--- src/rtl/guess_pkg.sv ---
// Shared types and helpers for the 4-LED guessing game auto-player.
package guess_pkg;

  localparam int NUM_LEDS = 4;

  typedef enum logic [1:0] {
    IDLE    = 2'd0,
    REACT   = 2'd1,
    PRESS   = 2'd2,
    RELEASE = 2'd3
  } player_state_t;

  // True when exactly one LED is lit.
  function automatic logic is_onehot4(input logic [NUM_LEDS-1:0] v);
    return (v != 4'b0000) && ((v & (v - 4'b0001)) == 4'b0000);
  endfunction

  // Deliberate-miss pattern: the neighbouring button, wrapping 3 -> 0.
  function automatic logic [NUM_LEDS-1:0] rotl4(input logic [NUM_LEDS-1:0] v);
    return {v[2:0], v[3]};
  endfunction

endpackage

--- src/rtl/guess_autoplayer_if.sv ---
// Player <-> game link: LED output from the game, button drive from the player,
// and the game's win/lose indications. master = player side, slave = game side.
interface guess_autoplayer_if;
  logic [guess_pkg::NUM_LEDS-1:0] y;
  logic [guess_pkg::NUM_LEDS-1:0] b;
  logic                           win;
  logic                           lose;

  modport master (input y, input win, input lose, output b);
  modport slave  (output y, output win, output lose, input b);
endinterface

--- src/rtl/guess_delay_counter.sv ---
// Loadable down-counter shared by the reaction delay and the button hold time.
// Load wins over decrement; decrement stops at zero.
module guess_delay_counter #(
  parameter int W = 2
) (
  input  logic         clk,
  input  logic         reset,
  input  logic         load_i,
  input  logic [W-1:0] load_val_i,
  input  logic         dec_i,
  output logic         zero_o,
  output logic         one_o
);

  logic [W-1:0] cnt_q;
  logic [W-1:0] cnt_d;

  // Next count: load, decrement towards zero, or hold.
  always_comb begin
    cnt_d = cnt_q;
    if (load_i) begin
      cnt_d = load_val_i;
    end else if (dec_i && (cnt_q != {W{1'b0}})) begin
      cnt_d = cnt_q - W'(1);
    end else begin
      cnt_d = cnt_q;
    end
  end

  // Count register with synchronous active-low reset.
  always_ff @(posedge clk) begin
    if (!reset) begin
      cnt_q <= {W{1'b0}};
    end else begin
      cnt_q <= cnt_d;
    end
  end

  assign zero_o = (cnt_q == {W{1'b0}});
  assign one_o  = (cnt_q == W'(1));

endmodule

--- src/rtl/guess_autoplayer.sv ---
// Automatic player for the 4-LED guessing game: captures a newly lit LED, waits a
// reaction delay, presses (or deliberately misses), releases and tallies outcomes.
// The button drive lags the PRESS state by one register stage.
module guess_autoplayer
  import guess_pkg::*;
#(
  parameter int REACT_CYCLES = 2,
  parameter int HOLD_CYCLES  = 1,
  parameter int MISS_EVERY   = 0,
  parameter int SCORE_W      = 8
) (
  input  logic               clk,
  input  logic               reset,
  input  logic               en,
  guess_autoplayer_if.master gio,
  output logic               busy,
  output logic               attempt_done,
  output logic [SCORE_W-1:0] wins,
  output logic [SCORE_W-1:0] losses
);

  localparam int CNT_MAX = (REACT_CYCLES > HOLD_CYCLES) ? REACT_CYCLES : HOLD_CYCLES;
  localparam int CNT_W   = (CNT_MAX < 2) ? 1 : $clog2(CNT_MAX + 1);
  localparam int MI_W    = (MISS_EVERY < 2) ? 1 : $clog2(MISS_EVERY);

  localparam logic [CNT_W-1:0] REACT_LOAD = CNT_W'(REACT_CYCLES);
  localparam logic [CNT_W-1:0] HOLD_LOAD  = CNT_W'(HOLD_CYCLES);
  localparam logic [MI_W-1:0]  MISS_LAST  = (MISS_EVERY > 0) ? MI_W'(MISS_EVERY - 1) : {MI_W{1'b0}};

  player_state_t         state_q, state_d;
  logic [NUM_LEDS-1:0]   target_q, target_d;
  logic [NUM_LEDS-1:0]   last_y_q, last_y_d;
  logic [NUM_LEDS-1:0]   pat_q, pat_d;
  logic [NUM_LEDS-1:0]   b_q, b_d;
  logic [MI_W-1:0]       miss_idx_q, miss_idx_d;
  logic                  recorded_q, recorded_d;
  logic                  busy_q, busy_d;
  logic                  done_q, done_d;
  logic [SCORE_W-1:0]    wins_q, wins_d;
  logic [SCORE_W-1:0]    losses_q, losses_d;

  logic                  cnt_load_s;
  logic [CNT_W-1:0]      cnt_val_s;
  logic                  cnt_dec_s;
  logic                  cnt_zero_s;
  logic                  cnt_one_s;
  logic                  go_press_s;
  logic                  outcome_ok_s;
  logic                  miss_due_s;
  logic [NUM_LEDS-1:0]   press_tgt_s;

  guess_delay_counter #(.W(CNT_W)) u_delay (
    .clk        (clk),
    .reset      (reset),
    .load_i     (cnt_load_s),
    .load_val_i (cnt_val_s),
    .dec_i      (cnt_dec_s),
    .zero_o     (cnt_zero_s),
    .one_o      (cnt_one_s)
  );

  assign miss_due_s = (MISS_EVERY > 0) && (miss_idx_q == MISS_LAST);

  // Next-state, counter control, outcome tally and registered-output decode.
  always_comb begin
    state_d      = state_q;
    target_d     = target_q;
    last_y_d     = last_y_q;
    pat_d        = pat_q;
    miss_idx_d   = miss_idx_q;
    recorded_d   = recorded_q;
    wins_d       = wins_q;
    losses_d     = losses_q;
    done_d       = 1'b0;
    cnt_load_s   = 1'b0;
    cnt_val_s    = {CNT_W{1'b0}};
    cnt_dec_s    = 1'b0;
    go_press_s   = 1'b0;
    outcome_ok_s = 1'b0;
    press_tgt_s  = target_q;

    case (state_q)
      IDLE: begin
        if (en && is_onehot4(gio.y) && (gio.y != last_y_q)) begin
          target_d    = gio.y;
          press_tgt_s = gio.y;
          if (REACT_CYCLES == 0) begin
            go_press_s = 1'b1;
          end else begin
            state_d    = REACT;
            cnt_load_s = 1'b1;
            cnt_val_s  = REACT_LOAD;
          end
        end else begin
          state_d = IDLE;
        end
      end
      REACT: begin
        // Abort leaves last_y untouched so a new LED is picked up right away.
        if (!en || (gio.y != target_q)) begin
          state_d = IDLE;
        end else begin
          cnt_dec_s = 1'b1;
          if (cnt_one_s || cnt_zero_s) begin
            go_press_s = 1'b1;
          end else begin
            state_d = REACT;
          end
        end
      end
      PRESS: begin
        outcome_ok_s = 1'b1;
        cnt_dec_s    = 1'b1;
        if (cnt_one_s || cnt_zero_s) begin
          state_d = RELEASE;
        end else begin
          state_d = PRESS;
        end
      end
      RELEASE: begin
        outcome_ok_s = 1'b1;
        if (!(gio.win || gio.lose)) begin
          state_d  = IDLE;
          last_y_d = target_q;
          done_d   = 1'b1;
        end else begin
          state_d = RELEASE;
        end
      end
      default: begin
        state_d = IDLE;
      end
    endcase

    // Entry into PRESS: choose the button pattern and advance the attempt index.
    if (go_press_s) begin
      state_d    = PRESS;
      cnt_load_s = 1'b1;
      cnt_val_s  = HOLD_LOAD;
      recorded_d = 1'b0;
      pat_d      = miss_due_s ? rotl4(press_tgt_s) : press_tgt_s;
      if (MISS_EVERY > 0) begin
        miss_idx_d = miss_due_s ? {MI_W{1'b0}} : (miss_idx_q + MI_W'(1));
      end else begin
        miss_idx_d = {MI_W{1'b0}};
      end
    end else begin
      pat_d = pat_q;
    end

    // Only the first outcome of an attempt counts; lose dominates win.
    if (outcome_ok_s && !recorded_q && (gio.win || gio.lose)) begin
      recorded_d = 1'b1;
      if (gio.lose) begin
        losses_d = (losses_q != {SCORE_W{1'b1}}) ? (losses_q + SCORE_W'(1)) : losses_q;
      end else begin
        wins_d = (wins_q != {SCORE_W{1'b1}}) ? (wins_q + SCORE_W'(1)) : wins_q;
      end
    end else begin
      recorded_d = recorded_d;
    end

    b_d    = (state_q == PRESS) ? pat_q : 4'b0000;
    busy_d = (state_d != IDLE);
  end

  // State and datapath registers, cleared by the synchronous active-low reset.
  always_ff @(posedge clk) begin
    if (!reset) begin
      state_q    <= IDLE;
      target_q   <= 4'b0000;
      last_y_q   <= 4'b0000;
      pat_q      <= 4'b0000;
      b_q        <= 4'b0000;
      miss_idx_q <= {MI_W{1'b0}};
      recorded_q <= 1'b0;
      busy_q     <= 1'b0;
      done_q     <= 1'b0;
      wins_q     <= {SCORE_W{1'b0}};
      losses_q   <= {SCORE_W{1'b0}};
    end else begin
      state_q    <= state_d;
      target_q   <= target_d;
      last_y_q   <= last_y_d;
      pat_q      <= pat_d;
      b_q        <= b_d;
      miss_idx_q <= miss_idx_d;
      recorded_q <= recorded_d;
      busy_q     <= busy_d;
      done_q     <= done_d;
      wins_q     <= wins_d;
      losses_q   <= losses_d;
    end
  end

  assign gio.b        = b_q;
  assign busy         = busy_q;
  assign attempt_done = done_q;
  assign wins         = wins_q;
  assign losses       = losses_q;

endmodule
--- src/flat_wrapper.sv ---
// flat-port wrapper written by rule: the top's interface ports become plain ports
module guess_autoplayer_flat import guess_pkg::*;
#(
  parameter int REACT_CYCLES = 2,
  parameter int HOLD_CYCLES  = 1,
  parameter int MISS_EVERY   = 0,
  parameter int SCORE_W      = 8
)
  (clk, reset, en, busy, attempt_done, wins, losses, gio_y, gio_win, gio_lose, gio_b);
  guess_autoplayer_if gio_i ();
  input  logic clk;
  input  logic reset;
  input  logic en;
  output logic busy;
  output logic attempt_done;
  output logic [SCORE_W-1:0] wins;
  output logic [SCORE_W-1:0] losses;
  input wire logic [$bits(gio_i.y)-1:0] gio_y;
  input wire logic [$bits(gio_i.win)-1:0] gio_win;
  input wire logic [$bits(gio_i.lose)-1:0] gio_lose;
  output wire logic [$bits(gio_i.b)-1:0] gio_b;
  assign gio_i.y = gio_y;
  assign gio_i.win = gio_win;
  assign gio_i.lose = gio_lose;
  assign gio_b = gio_i.b;
  guess_autoplayer #(.REACT_CYCLES(REACT_CYCLES), .HOLD_CYCLES(HOLD_CYCLES), .MISS_EVERY(MISS_EVERY), .SCORE_W(SCORE_W)) u_core (.clk(clk), .reset(reset), .en(en), .gio(gio_i), .busy(busy), .attempt_done(attempt_done), .wins(wins), .losses(losses));
endmodule
--- config.mk ---
export PLATFORM = sky130hd
export DESIGN_NAME = guess_autoplayer_flat
export DESIGN_NICKNAME = d
export VERILOG_FILES = /design/src/rtl/guess_pkg.sv /design/src/rtl/guess_autoplayer_if.sv /design/src/rtl/guess_delay_counter.sv /design/src/rtl/guess_autoplayer.sv /design/src/flat_wrapper.sv
export SDC_FILE = /design/constraint.sdc
export NUM_CORES = 1
export LEC_CHECK = 0
export CAP_MARGIN = 20
export CORE_UTILIZATION = 44
export DETAILED_ROUTE_END_ITERATION = 6
export PLACE_DENSITY = 0.69
export SETUP_SLACK_MARGIN = 0.4
export SLEW_MARGIN = 10
export SYNTH_ARGS = -nofsm -noshare
export SYNTH_HDL_FRONTEND = slang
export SYNTH_SLANG_ARGS = --single-unit
--- constraint.sdc ---
create_clock -name clk -period 3.58 [get_ports clk]
set_clock_uncertainty 0.05 [all_clocks]
set_input_delay 0.537 -clock clk [delete_from_list [all_inputs] [get_ports clk]]
set_output_delay 0.537 -clock clk [all_outputs]
set_load 0.01 [all_outputs]
==> results of run 1 <==
critical path: cells and delay by family:
kind            cells  cell delay (ps)
xor+xnor            1              200
compound gates      3              630
simple gates        1              610
buf+inv             1              530
flip-flops by register name, indices dropped and copies added (netlist names):
register              count
u_core.attempt_done       1
u_core.busy               1
u_core.gio.b              4
u_core.last_y_q           4
u_core.losses             8
u_core.pat_q              4
u_core.recorded_q         1
u_core.state_q            2
u_core.target_q           4
u_core.u_delay.cnt_q      2
u_core.wins               8
cells by family (layout without fill, tap and decap cells):
logic type	Yosys count	count (layout)
and+or+nand+nor	73	73
DFF	39	39
AOI/OAI and AO/OA	38	38
xor gates and xnor gates	20	20
buffers and inverters	16	46
adders and majority gates	9	9
muxes	9	9
power by group through the flow:
stage	Clock (mW)	Sequential (mW)	Combinational, mW
floorplan	0	0.452	0.0390
detailed placement	0	0.452	0.0597
global placement	0	0.452	0.0588
finish	0.268	0.442	0.0615
global route	0.295	0.443	0.0682
CTS	0.276	0.442	0.0601
layout make-up:
| cell class | instances | area share (%) |
|---|---|---|
| timing repair buffer | 32 | 13.8 |
| inverter | 8 | 1.29 |
| clock buffer | 6 | 3.11 |
| multi-input combinational | 149 | 45.6 |
| sequential | 39 | 33.5 |
| tap | 50 | 2.68 |
layer usage:
metal / vias to the layer above / global-route usage (%) / wire length (µm)
li1: 772 / - / -
met2: 33 / 25.2 / 1500
met5: - / 0 / 0
met4: 0 / 5.21 / 40
met1: 666 / 24.4 / 1890
met3: 6 / 6.83 / 201
worst paths after layout:
kind | cells past startpoint | end
worst max-delay path | 6 | u_core.u_delay.cnt_q[1]
worst min register to register | 2 | u_core.pat_q[3]
worst min-delay path | 2 | u_core.pat_q[3]
worst max register to register | 7 | u_core.losses[7]
through the flow:
stage / hold WS, ps / util, %
floorplan: 382 / -
global placement: 413 / 54.9
detailed placement: 407 / 54.9
CTS: 423 / 56.7
global route: 453 / 57.1
finish: 423 / 57.1
layout by cell type (no fill, tap or decap), types with 2 or more instances in the layout:
cell / count
sky130_fd_sc_hd__or3_1: 4
sky130_fd_sc_hd__inv_1: 8
sky130_fd_sc_hd__mux2i_1: 9
sky130_fd_sc_hd__and3_1: 4
sky130_fd_sc_hd__clkdlybuf4s50_1: 30
sky130_fd_sc_hd__nand2_1: 12
sky130_fd_sc_hd__xor2_1: 10
sky130_fd_sc_hd__nand3_1: 6
sky130_fd_sc_hd__nor4_1: 3
sky130_fd_sc_hd__ha_1: 9
sky130_fd_sc_hd__a21boi_0: 5
sky130_fd_sc_hd__xnor2_1: 10
sky130_fd_sc_hd__nor2_1: 9
sky130_fd_sc_hd__o21a_1: 3
sky130_fd_sc_hd__dfxtp_1: 39
sky130_fd_sc_hd__nand4_1: 4
sky130_fd_sc_hd__and2_1: 10
sky130_fd_sc_hd__nor2b_1: 12
sky130_fd_sc_hd__o211a_1: 2
sky130_fd_sc_hd__nor3_1: 4
sky130_fd_sc_hd__o21ai_0: 9
sky130_fd_sc_hd__clkbuf_8: 5
sky130_fd_sc_hd__o211ai_1: 2
sky130_fd_sc_hd__a21oi_1: 7
sky130_fd_sc_hd__o41ai_1: 2
==> summary by stage, run 1 <==
Drt
The routed wirelength normalized by instance count is 12.8 µm. Wires add up to 3640 µm. The first routing iteration left 80 violations.

The number of nets with antenna violations after detailed routing is 0. The via count normalized by instance count is 5.20. The first-pass iteration count of the detailed router is 4. For this run, design rule violations remaining after detail routing come to 0. Across all layers, the routed design uses 1477 vias.

Synthesis
In this run the cell area of the synthesized design comes to 0.00192 mm². After Yosys synthesis, XOR and XNOR cells account for 9.13% of the synthesized area. The area share of and/or/nand/nor cells after synthesis is 21.5%.

In the synthesized netlist, the number of instances is 204. The most used flip-flop cell after synthesis is sky130_fd_sc_hd__dfxtp_1. The mean cell area of the mapped netlist is 9.41 µm².

The combinational family with the most area after synthesis is simple AND/OR/NAND/NOR gates. Counting distinct cell types in the post-synthesis netlist gives 38. After synthesis, the cell types taking the most area are sky130_fd_sc_hd__dfxtp_1 (41%), sky130_fd_sc_hd__ha_1 (5.9%), sky130_fd_sc_hd__mux2i_1 (4.7%), sky130_fd_sc_hd__xnor2_1 (4.6%), sky130_fd_sc_hd__xor2_1 (4.6%). After Yosys synthesis, full adders, half adders and majority gates account for 5.87% of the synthesized area. The share of Yosys cell area claimed by the top area cell type is 40.7%. In the synthesized netlist, the cells that appear most often are sky130_fd_sc_hd__dfxtp_1 (39), sky130_fd_sc_hd__nand2_1 (12), sky130_fd_sc_hd__nor2b_1 (12).

Counting flops with an async set or reset pin after synthesis yields a share of 0%. The mux share of post-synthesis cell area is 4.69%. The number of enable flip-flop cells after synthesis is 0. The number of synthesized register bits is 39. The most common cell in the netlist is sky130_fd_sc_hd__dfxtp_1.

The compound-cell area share of the yosys netlist is 14.2%. The synthesis warning total is 0. The post-synthesis cell type with the largest combined area is sky130_fd_sc_hd__dfxtp_1. Synthesis produced a netlist with a net count of 222.

The sequential share of the synthesized area is 40.7%.

Job
Max-cap violations in this run came to 0.

Placement
At the end of routability-driven placement, the weighted congestion stood at 0.765. Summed over all nets, the half-perimeter wirelength after detailed placement is 2590 µm. The total of buffers placed on input and output ports is 30. The placed instances occupy a cell area of 0.00224 mm². The placement-stage worst setup slack is 870 ps. The cell count after placement is 277.

Setup path
The kind of end point of the critical path is a flop. In this run the worst setup path begins at gio_y[2]. Walking the worst path, the cells encountered are clkdlybuf4s50_1 -> xor2_1 -> or4_4 -> a21bo_1 -> a221oi_1 -> a21oi_1. The worst register-to-register path begins at u_core.state_q[0]. STA classifies the critical path startpoint as a primary input. The critical path is of the in -> reg type.

At the worst endpoint, the arrival time is 2510 ps. The flop-to-flop setup slack is 1460 ps. The worst-path maximum fanout is 6. STA puts the critical path data required time at 3680 ps.

The worst-path cell with the longest stage delay is sky130_fd_sc_hd__or4_4. The largest single stage delay on the critical path is 610 ps.

Timing
Timing would allow up to 416 MHz. The final setup TNS is 0 ps. After layout, the worst setup slack is 1170 ps. The transition time of the tightest slew-check pin is 706 ps. The number of failing setup endpoints in the final timing report is 0. The number of endpoints with negative hold slack in the final report is 0.

After layout, the minimum clock period comes to 2410 ps. The final critical-path share of the clock period is 67.2%. The count of final max-slew check failures is 0. Setup repair after global routing left no endpoint under its margin.

The worst slew margin relative to its limit is 52.9%.

Clocking
The H-tree depth is 2. The register clock-pin slew on the reported worst setup and hold paths is 70 ps. The CTS sink count is 39. The number of buffers inserted for hold repair after clock tree synthesis is 0. The TritonCTS clock tree is yes. For the worst-skew pair, the clock arrives at the later sink with an insertion delay of 280 ps. The number of gates resized after CTS was 0.

The total clock buffers created by CTS is 5. Post-CTS timing repair inserted 0 buffers for setup. The longest clock path from root to sink contains 2 buffers. The tree is rooted in a sky130_fd_sc_hd__clkbuf_8.

Die
For this configuration, the core starts out at a cell density of 47.0%. The horizontal die dimension is 68.0 µm. The region available for standard cell placement spans 0.00409 mm². The row count is 23. The floorplan step defined a die boundary enclosing 0.00463 mm². Pin placement for this block handled 31 I/O pins. The floorplan step set the die height to 68.0 µm.

Min path
In this run the worst hold path is classified as reg -> reg. The worst hold path begins at u_core.pat_q[3].

Pwr
The share of total power consumed by net switching is 22.6%. The share of total power dissipated in sequential elements is 57.3%. For this design the static power due to leakage is 0.881 nW.

The fraction of power consumed by the clock network is 34.7%. Cell internal power was estimated by the tool at 0.597 mW. IR analysis of the VDD net gives a maximum drop of 0.273 mV. Total power for the finished layout comes to 0.771 mW. The combinational share of power is 8.0%.

The areal power density over the cells is 331 mW/mm². The switching power summed over all nets is 0.174 mW.

Layout
The count of placed standard cells in the final layout, fillers left out is 284. The ratio of cells with drive above 1 in the final layout is 5.56%. The combined area of the multi-input logic cells is 0.00106 mm². The fill cell total of the finished layout is 371. The sequential cells in the finished layout cover a total of 781 µm². The relative area change from synthesis to final layout is 21.5%.

The final instance area is 0.00233 mm². The number of antenna diodes is 0. The final layout contains 253 nets.

Global routing
The via count of the first global-routing pass was 1371. The initial antenna violation count is 0. In the global route stage, overall resource usage came out at 17.7%. For this run the aggregate overflow at the end of global routing stands at 0. Entering global routing, the biggest net connects 41 pins.

The first-pass GRT wire length is 6100 µm.

Status
The flow ran to the end, and the final reports show no timing, DRC or antenna violations.
(Power assumes the default switching activity.)
==> inputs of run 2 (changes only) <==
- PLACE_DENSITY: 0.69 -> 0.71
- clock period: 3.58 -> 2.15 ns (I/O delays scaled with it)
==> run 2 against run 1 <==
Final area is 16% higher; combinational power is 130% higher; register-to-register slack worse by 1200 ps; largest cell class unchanged; largest power group unchanged.
==> summary by stage, run 2 (synthesis gave the netlist of run 1 again) <==
Setup path
The required arrival time at the worst endpoint is 2280 ps (-1400 ps). The kind of end point of the critical path is a flop. The worst-path maximum fanout was 6 (unchanged). The flop-to-flop setup slack is 310 ps (-1150 ps). Walking the worst path, the cells encountered are xor2_1 -> or4_4 -> a21bo_4 -> a221oi_2 -> a21oi_1.

The start-to-end type of the worst setup path is reg -> reg. The delay contributed by the slowest stage of the critical path is 590 ps (-20 ps). The data arrival time of the critical path is 1970 ps (-540 ps). The element type at the critical path start is a flop. The worst-path cell with the longest stage delay is sky130_fd_sc_hd__or4_4.

Timing
Setup repair after global routing could not meet its margin everywhere. The number of endpoints with negative hold slack in the final report is 0 (unchanged). The count of final max-slew check failures came to 0 (unchanged). The final critical-path share of the clock period is 85.8%. The number of failing setup endpoints in the final timing report is 0 (unchanged). The worst slew margin relative to its limit is 80.0% (+27 points). The transition time of the tightest slew-check pin is 297 ps (-409 ps). The setup slack of the critical path after layout came to 306 ps (-869 ps). Derived from the worst setup path, the maximum achievable clock frequency is 542 MHz. The routed design could run at a clock period as short as 1840 ps.

Drt
The routed wirelength normalized by instance count is 13.6 µm (+6.1%). The number of nets with antenna violations after detailed routing was 0 (unchanged). The via count normalized by instance count is 5.16 (-0.71%).

The first-pass iteration count of the detailed router was 4 (unchanged). The number of DRC violations after detailed-routing iteration 0 is 136 (+70%). The total routed wirelength is 4230 µm (+16%). The remaining design rule violation count was 0 (unchanged). The total via count after detailed routing is 1606 (+8.7%).

Layout
The final layout net count came to 278 (+9.9%). Leaving out fill and tap cells, the most frequent cell in the layout is sky130_fd_sc_hd__dfxtp_1. The count of placed standard cells in the final layout, fillers left out is 311 (+9.5%). The storage element area is 792 µm² (+1.4%).

The end-of-flow core utilization came to 66.2% (+9.1 points). The top cell types in the final layout, fill and taps aside, are sky130_fd_sc_hd__dfxtp_1 (32), sky130_fd_sc_hd__clkdlybuf4s50_1 (26), sky130_fd_sc_hd__buf_4 (22). The ratio of cells with drive above 1 in the final layout is 25.7% (+20 points).

The combined area of the multi-input logic cells is 0.00120 mm² (+13%). The fill cell total of the finished layout was 334 (-10%). The relative area change from synthesis to final layout is 40.9%. The final instance area is 0.00270 mm² (+16%). The number of antenna diodes is 0 (unchanged).

Global routing
The pin count of the biggest net entering global routing is 28 (-32%). The total congestion overflow after global routing is 0 (unchanged). The first-pass GRT wire length was 6850 µm (+12%).

The aggregate global-route resource usage is 20.1% (+2.4 points). The via count of the first global-routing pass was 1440 (+5.0%). The initial antenna violation count is 0 (unchanged).

Clocking
The total clock buffers created by CTS is 5 (unchanged). The root buffer cell chosen for the clock tree is sky130_fd_sc_hd__clkbuf_8. The source-to-sink clock delay at the later pin of the worst-skew pair is 290 ps (about the same). The TritonCTS clock tree is yes. The register clock-pin slew on the reported worst setup and hold paths was 80 ps (about the same). The deepest clock path buffer count is 2 (unchanged). The H-tree depth is 2 (unchanged). The CTS sink count is 39 (unchanged).

Placement
The total of buffers placed on input and output ports is 30 (unchanged). The cell count after placement is 293 (+5.8%). The half-perimeter wire length of the detailed placement result is 2760 µm (+6.6%).

The routability congestion estimate from global placement came to 0.796 (+4.1%). The placement-stage worst setup slack is -117 ps (-988 ps). The post-place instance area was 0.00240 mm² (+6.9%).

Die
The placeable core area is 0.00409 mm² (unchanged). The row count is 23 (unchanged). The horizontal die dimension is 68.0 µm (unchanged). The die height is 68.0 µm (unchanged). The floorplan die area is 0.00463 mm² (unchanged).

The starting density of the core is 47.0% (unchanged). The total I/O pin count is 31 (unchanged).

Status
The flow ran to the end, and the final reports show no timing, DRC or antenna violations.

Pwr
The leakage power summed over all cells came to 1.07 nW (+22%). The post-route total power is 1.43 mW (+85%). The areal power density over the cells came to 527 mW/mm² (+59%). The peak supply drop is 0.449 mV (+64%).

Min path
The class of the tightest hold or removal check is reg -> reg.

Job
The count of max-cap constraint violations is 0 (unchanged).
-- run 2: changes by cell type in the layout (fill, tap and decap cells not counted), sizes merged --
cell           change
dlygate4sd2        +4
clkinvlp           +1
clkbuf             +1
buf               +25
clkdlybuf4s50      -4
-- run 2: path summary, 6_finish.rpt --
kind | from | to | cells past startpoint
worst max-delay path | u_core.target_q[1] | u_core.u_delay.cnt_q[1] | 5
worst min-delay path | u_core.pat_q[3] | u_core.pat_q[3] | 2
worst min register to register | u_core.pat_q[3] | u_core.pat_q[3] | 2
worst max register to register | u_core.target_q[1] | u_core.u_delay.cnt_q[1] | 5
-- run 2: critical path, delay by kind of cell (launching register included) --
| kind | cells | cell delay [ps] |
|---|---|---|
| xor+xnor | 1 | 160 |
| flops | 1 | 340 |
| simple gates | 1 | 590 |
| compound gates | 3 | 590 |
-- run 2: per-stage QoR --
step	setup TNS, ps	hold slack [ps]
after floorplan	0	382
after detailed placement	-530	421
after CTS	0	444
after global placement	-305	415
final	0	440
after global routing	0	470
-- run 2: power breakdown --
| part | switching (mW) | internal [mW] |
|---|---|---|
| Combinational | 0.0687 | 0.0704 |
| Sequential | 0.00750 | 0.730 |
| Clock | 0.258 | 0.292 |
-- run 2: what timing repair did --
action,in CTS,in global routing
pin swaps,9,7
hold buffers,0,0
buffers inserted,4,5
resized for setup,13,25
gates cloned,1,0
setup endpoints to repair,22,25
-- run 2: cell type report --
class | count | area share (%)
clock buffer | 7 | 3.56
clock inverter | 1 | 0.278
tap | 50 | 2.31
multi-input combinational | 149 | 44.3
inverter | 8 | 1.11
sequential | 39 | 29.3
timing repair buffer | 57 | 19.1
-- run 2: layer usage --
layer  GRT usage, %  wire [µm]
met3           6.17        165
met1           28.1       2090
met5              0          0
met2           29.2       1910
met4           6.51         65
==> inputs of run 3 (changes only) <==
- PLACE_DENSITY: 0.71 -> 0.69
- clock period: 2.15 -> 2 ns (I/O delays scaled with it)
==> run 3 against run 2 <==
Non-clock buffer count grew 6; critical path depth grew 3; largest cell class unchanged; routed wire length grew 2.3%; first-iteration DRC count shrank 39%; global-route usage shrank 0.084 points.
==> summary by stage, run 3 (synthesis gave the netlist of run 1 again) <==
Global routing
The total congestion overflow after global routing was 0 (unchanged). The met1 capacity usage during global routing is 24.6% (-3.5 points). The initial antenna violation count came to 0 (unchanged).

The pin count of the biggest net entering global routing is 21 (-25%). The met3 global-route usage is 6.17% (unchanged). The via count of the first global-routing pass is 1532 (+6.4%). The layer flagged by global routing as most heavily used is met2. The aggregate global-route resource usage is 20.0% (-0.084 points). The first-pass GRT wire length is 6870 µm (+0.31%). The fraction of met2 tracks used by global routing was 33.3% (+4.2 points).

Clocking
The deepest clock path buffer count was 2 (unchanged). The cell chosen for the clock root is sky130_fd_sc_hd__clkbuf_8. The H-tree depth is 2 (unchanged).

The total clock buffers created by CTS is 5 (unchanged). The TritonCTS clock tree is yes. The number of buffers inserted for hold repair after clock tree synthesis is 0 (unchanged). The CTS sink count is 39 (unchanged). The source-to-sink clock delay at the later pin of the worst-skew pair is 290 ps (about the same). The register clock-pin slew on the reported worst setup and hold paths came to 80 ps (about the same).

Timing
The worst slew margin relative to its limit is 72.3% (-7.8 points). The worst hold margin is 428 ps (-11.6 ps). The count of final max-slew check failures was 0 (unchanged). The maximum clock frequency was 534 MHz (-1.6%). The transition time of the tightest slew-check pin is 415 ps (+119 ps). The final period demand of the worst path is 1870 ps (+29.8 ps). Setup repair after global routing could not meet its margin everywhere. The number of failing setup endpoints in the final timing report is 0 (unchanged). The number of endpoints with negative hold slack in the final report was 0 (unchanged).

The final critical-path share of the clock period is 93.7% (+7.9 points).

Die
The starting density of the core is 47.0% (unchanged). The floorplan die area is 0.00463 mm² (unchanged). The total I/O pin count is 31 (unchanged).

The placeable core area is 0.00409 mm² (unchanged). The die height is 68.0 µm (unchanged). The row count is 23 (unchanged). The horizontal die dimension is 68.0 µm (unchanged).

Layout
The count of placed standard cells in the final layout, fillers left out is 318 (+2.3%). In the layout the commonest cells are sky130_fd_sc_hd__buf_4 (27), sky130_fd_sc_hd__dfxtp_1 (24), sky130_fd_sc_hd__clkdlybuf4s50_1 (21). The most common library cell in the layout ignoring fill and taps is sky130_fd_sc_hd__buf_4. The end-of-flow core utilization was 68.9% (+2.7 points). The final layout net count is 285 (+2.5%).

The storage element area was 805 µm² (+1.6%). The final instance area is 0.00282 mm² (+4.1%). The fill cell total of the finished layout is 330 (-1.2%).

The ratio of cells with drive above 1 in the final layout is 33.6% (+7.9 points). The combined area of the multi-input logic cells is 0.00126 mm² (+4.8%). The number of antenna diodes came to 0 (unchanged). The relative area change from synthesis to final layout is 46.7%.

Pwr
The post-route total power is 1.45 mW (+1.8%). The leakage power summed over all cells is 1.15 nW (+6.8%). The peak supply drop is 0.437 mV (-2.7%). The switching power summed over all nets is 0.354 mW (+6.1%). The combinational share of power is 10.3% (+0.5 points). The fraction of power consumed by the clock network is 35.2% (-3.3 points). The share of power burned in registers is 54.5% (+2.8 points). The internal cell power is 1.10 mW (+0.47%). The share of total power consumed by net switching is 24.4% (+1.0 points).

The areal power density over the cells is 515 mW/mm² (-2.2%).

Min path
The cell depth of the worst min-delay path is 2 (unchanged). The class of the tightest hold or removal check is reg -> reg. The worst hold path endpoint is u_core.losses[1].

In this run the most critical hold path is launched from u_core.losses[1].

Setup path
Walking the worst path, the cells encountered are inv_2 -> ha_4 -> nand2_2 -> or4_4 -> nor3_4 -> buf_4 -> o41ai_2 -> a31oi_1. The data arrival time of the critical path came to 2030 ps (+60 ps). The worst setup path is captured at a flop.

The endpoint identified for the worst register-to-register timing path is u_core.busy. The worst setup path is launched from a flop. Among cell families on the critical path, the largest total delay comes from simple AND/OR/NAND/NOR gates. The cell count of the worst reg-to-reg path was 8 (+3).

In this run the critical register-to-register path is launched from u_core.state_q[1]. The count of buffer and inverter cells on the critical path is 2 (+2). The required arrival time at the worst endpoint was 2150 ps (-130 ps). The flop-to-flop setup slack is 130 ps (-180 ps). For this design, the slowest cell found on the critical path is sky130_fd_sc_hd__or4_4. The number of cells on the critical path is 8 (+3).

The worst-path maximum fanout is 6 (unchanged). The delay contributed by the slowest stage of the critical path came to 540 ps (-50 ps). The start-to-end type of the worst setup path is reg -> reg.

Drt
The remaining design rule violation count is 0 (unchanged). The via count normalized by instance count is 5.14 (-0.56%). The number of nets with antenna violations after detailed routing came to 0 (unchanged).

The routed wirelength normalized by instance count is 13.6 µm (about the same). The number of DRC violations after detailed-routing iteration 0 came to 83 (-39%). The total routed wirelength is 4330 µm (+2.3%). The first-pass iteration count of the detailed router is 4 (unchanged). The total via count after detailed routing is 1633 (+1.7%).

Placement
The post-place instance area came to 0.00246 mm² (+2.5%). The total of buffers placed on input and output ports was 30 (unchanged). The half-perimeter wire length of the detailed placement result is 2870 µm (+4.2%). The cell count after placement is 296 (+1.0%). The routability congestion estimate from global placement is 0.839 (+5.4%).

Job
The count of max-cap constraint violations is 0 (unchanged).

Status
The run finished with clean final reports.
run 3: cell count changes in the layout (fill, tap and decap cells not counted), sizes merged:
cell	delta
clkdlybuf4s15	+2
dlymetal6s2s	+4
clkdlybuf4s50	-5
clkinvlp	-1
clkbuf	-2
o311ai	+1
dlygate4sd2	-1
clkinv	+3
buf	+6
run 3: layout make-up:
type                            count  share of cell area [%]
Clock buffer                        5                    2.44
Clock inverter                      3                   0.533
Inverter                            8                    1.07
Multi-Input combinational cell    150                    44.6
Sequential cell                    39                    28.6
Tap cell                           50                    2.22
Timing Repair Buffer               63                    20.5
run 3: worst max-delay path by stage:
stage / start / endpoint
global placement: gio_y[1] / u_core.recorded_q
global route: u_core.state_q[1] / u_core.u_delay.cnt_q[1]
finish: u_core.state_q[1] / u_core.busy
floorplan: u_core.state_q[1] / u_core.recorded_q
detailed placement: gio_y[1] / u_core.recorded_q
CTS: u_core.state_q[1] / u_core.busy
run 3: power groups by stage:
stage / combinational (mW) / sequential [mW] / clock, mW
final: 0.150 / 0.791 / 0.511
after global placement: 0.131 / 0.811 / 0
after detailed placement: 0.132 / 0.811 / 0
after global routing: 0.162 / 0.792 / 0.564
after CTS: 0.143 / 0.792 / 0.525
after floorplan: 0.0745 / 0.810 / 0
run 3: layer usage:
layer	vias to the layer above	share of wire [%]
li1	839	-
met1	756	46
met2	31	49
met3	7	3.6
met4	0	1.3
met5	-	0
run 3: what timing repair did:
item	CTS	global route
gates cloned	1	0
resized for setup	29	33
buffers inserted	11	2
setup endpoints to repair	33	38
hold endpoints to repair	0	0
pin swaps	8	9
run 3: stage by stage:
stage,setup WS (ps),TNS (ps)
after global routing,66.3,0
final,126,0
after detailed placement,-228,-2090
after CTS,126,0
after global placement,-205,-1860
after floorplan,92.4,0
run 3: worst reg2reg max path, stage by stage, from the launching register on:
cell	delay, ps
sky130_fd_sc_hd__dfxtp_2	340
sky130_fd_sc_hd__inv_2	80
sky130_fd_sc_hd__ha_4	130
sky130_fd_sc_hd__nand2_2	40
sky130_fd_sc_hd__or4_4	540
sky130_fd_sc_hd__nor3_4	210
sky130_fd_sc_hd__buf_4	150
sky130_fd_sc_hd__o41ai_2	70
sky130_fd_sc_hd__a31oi_1	180
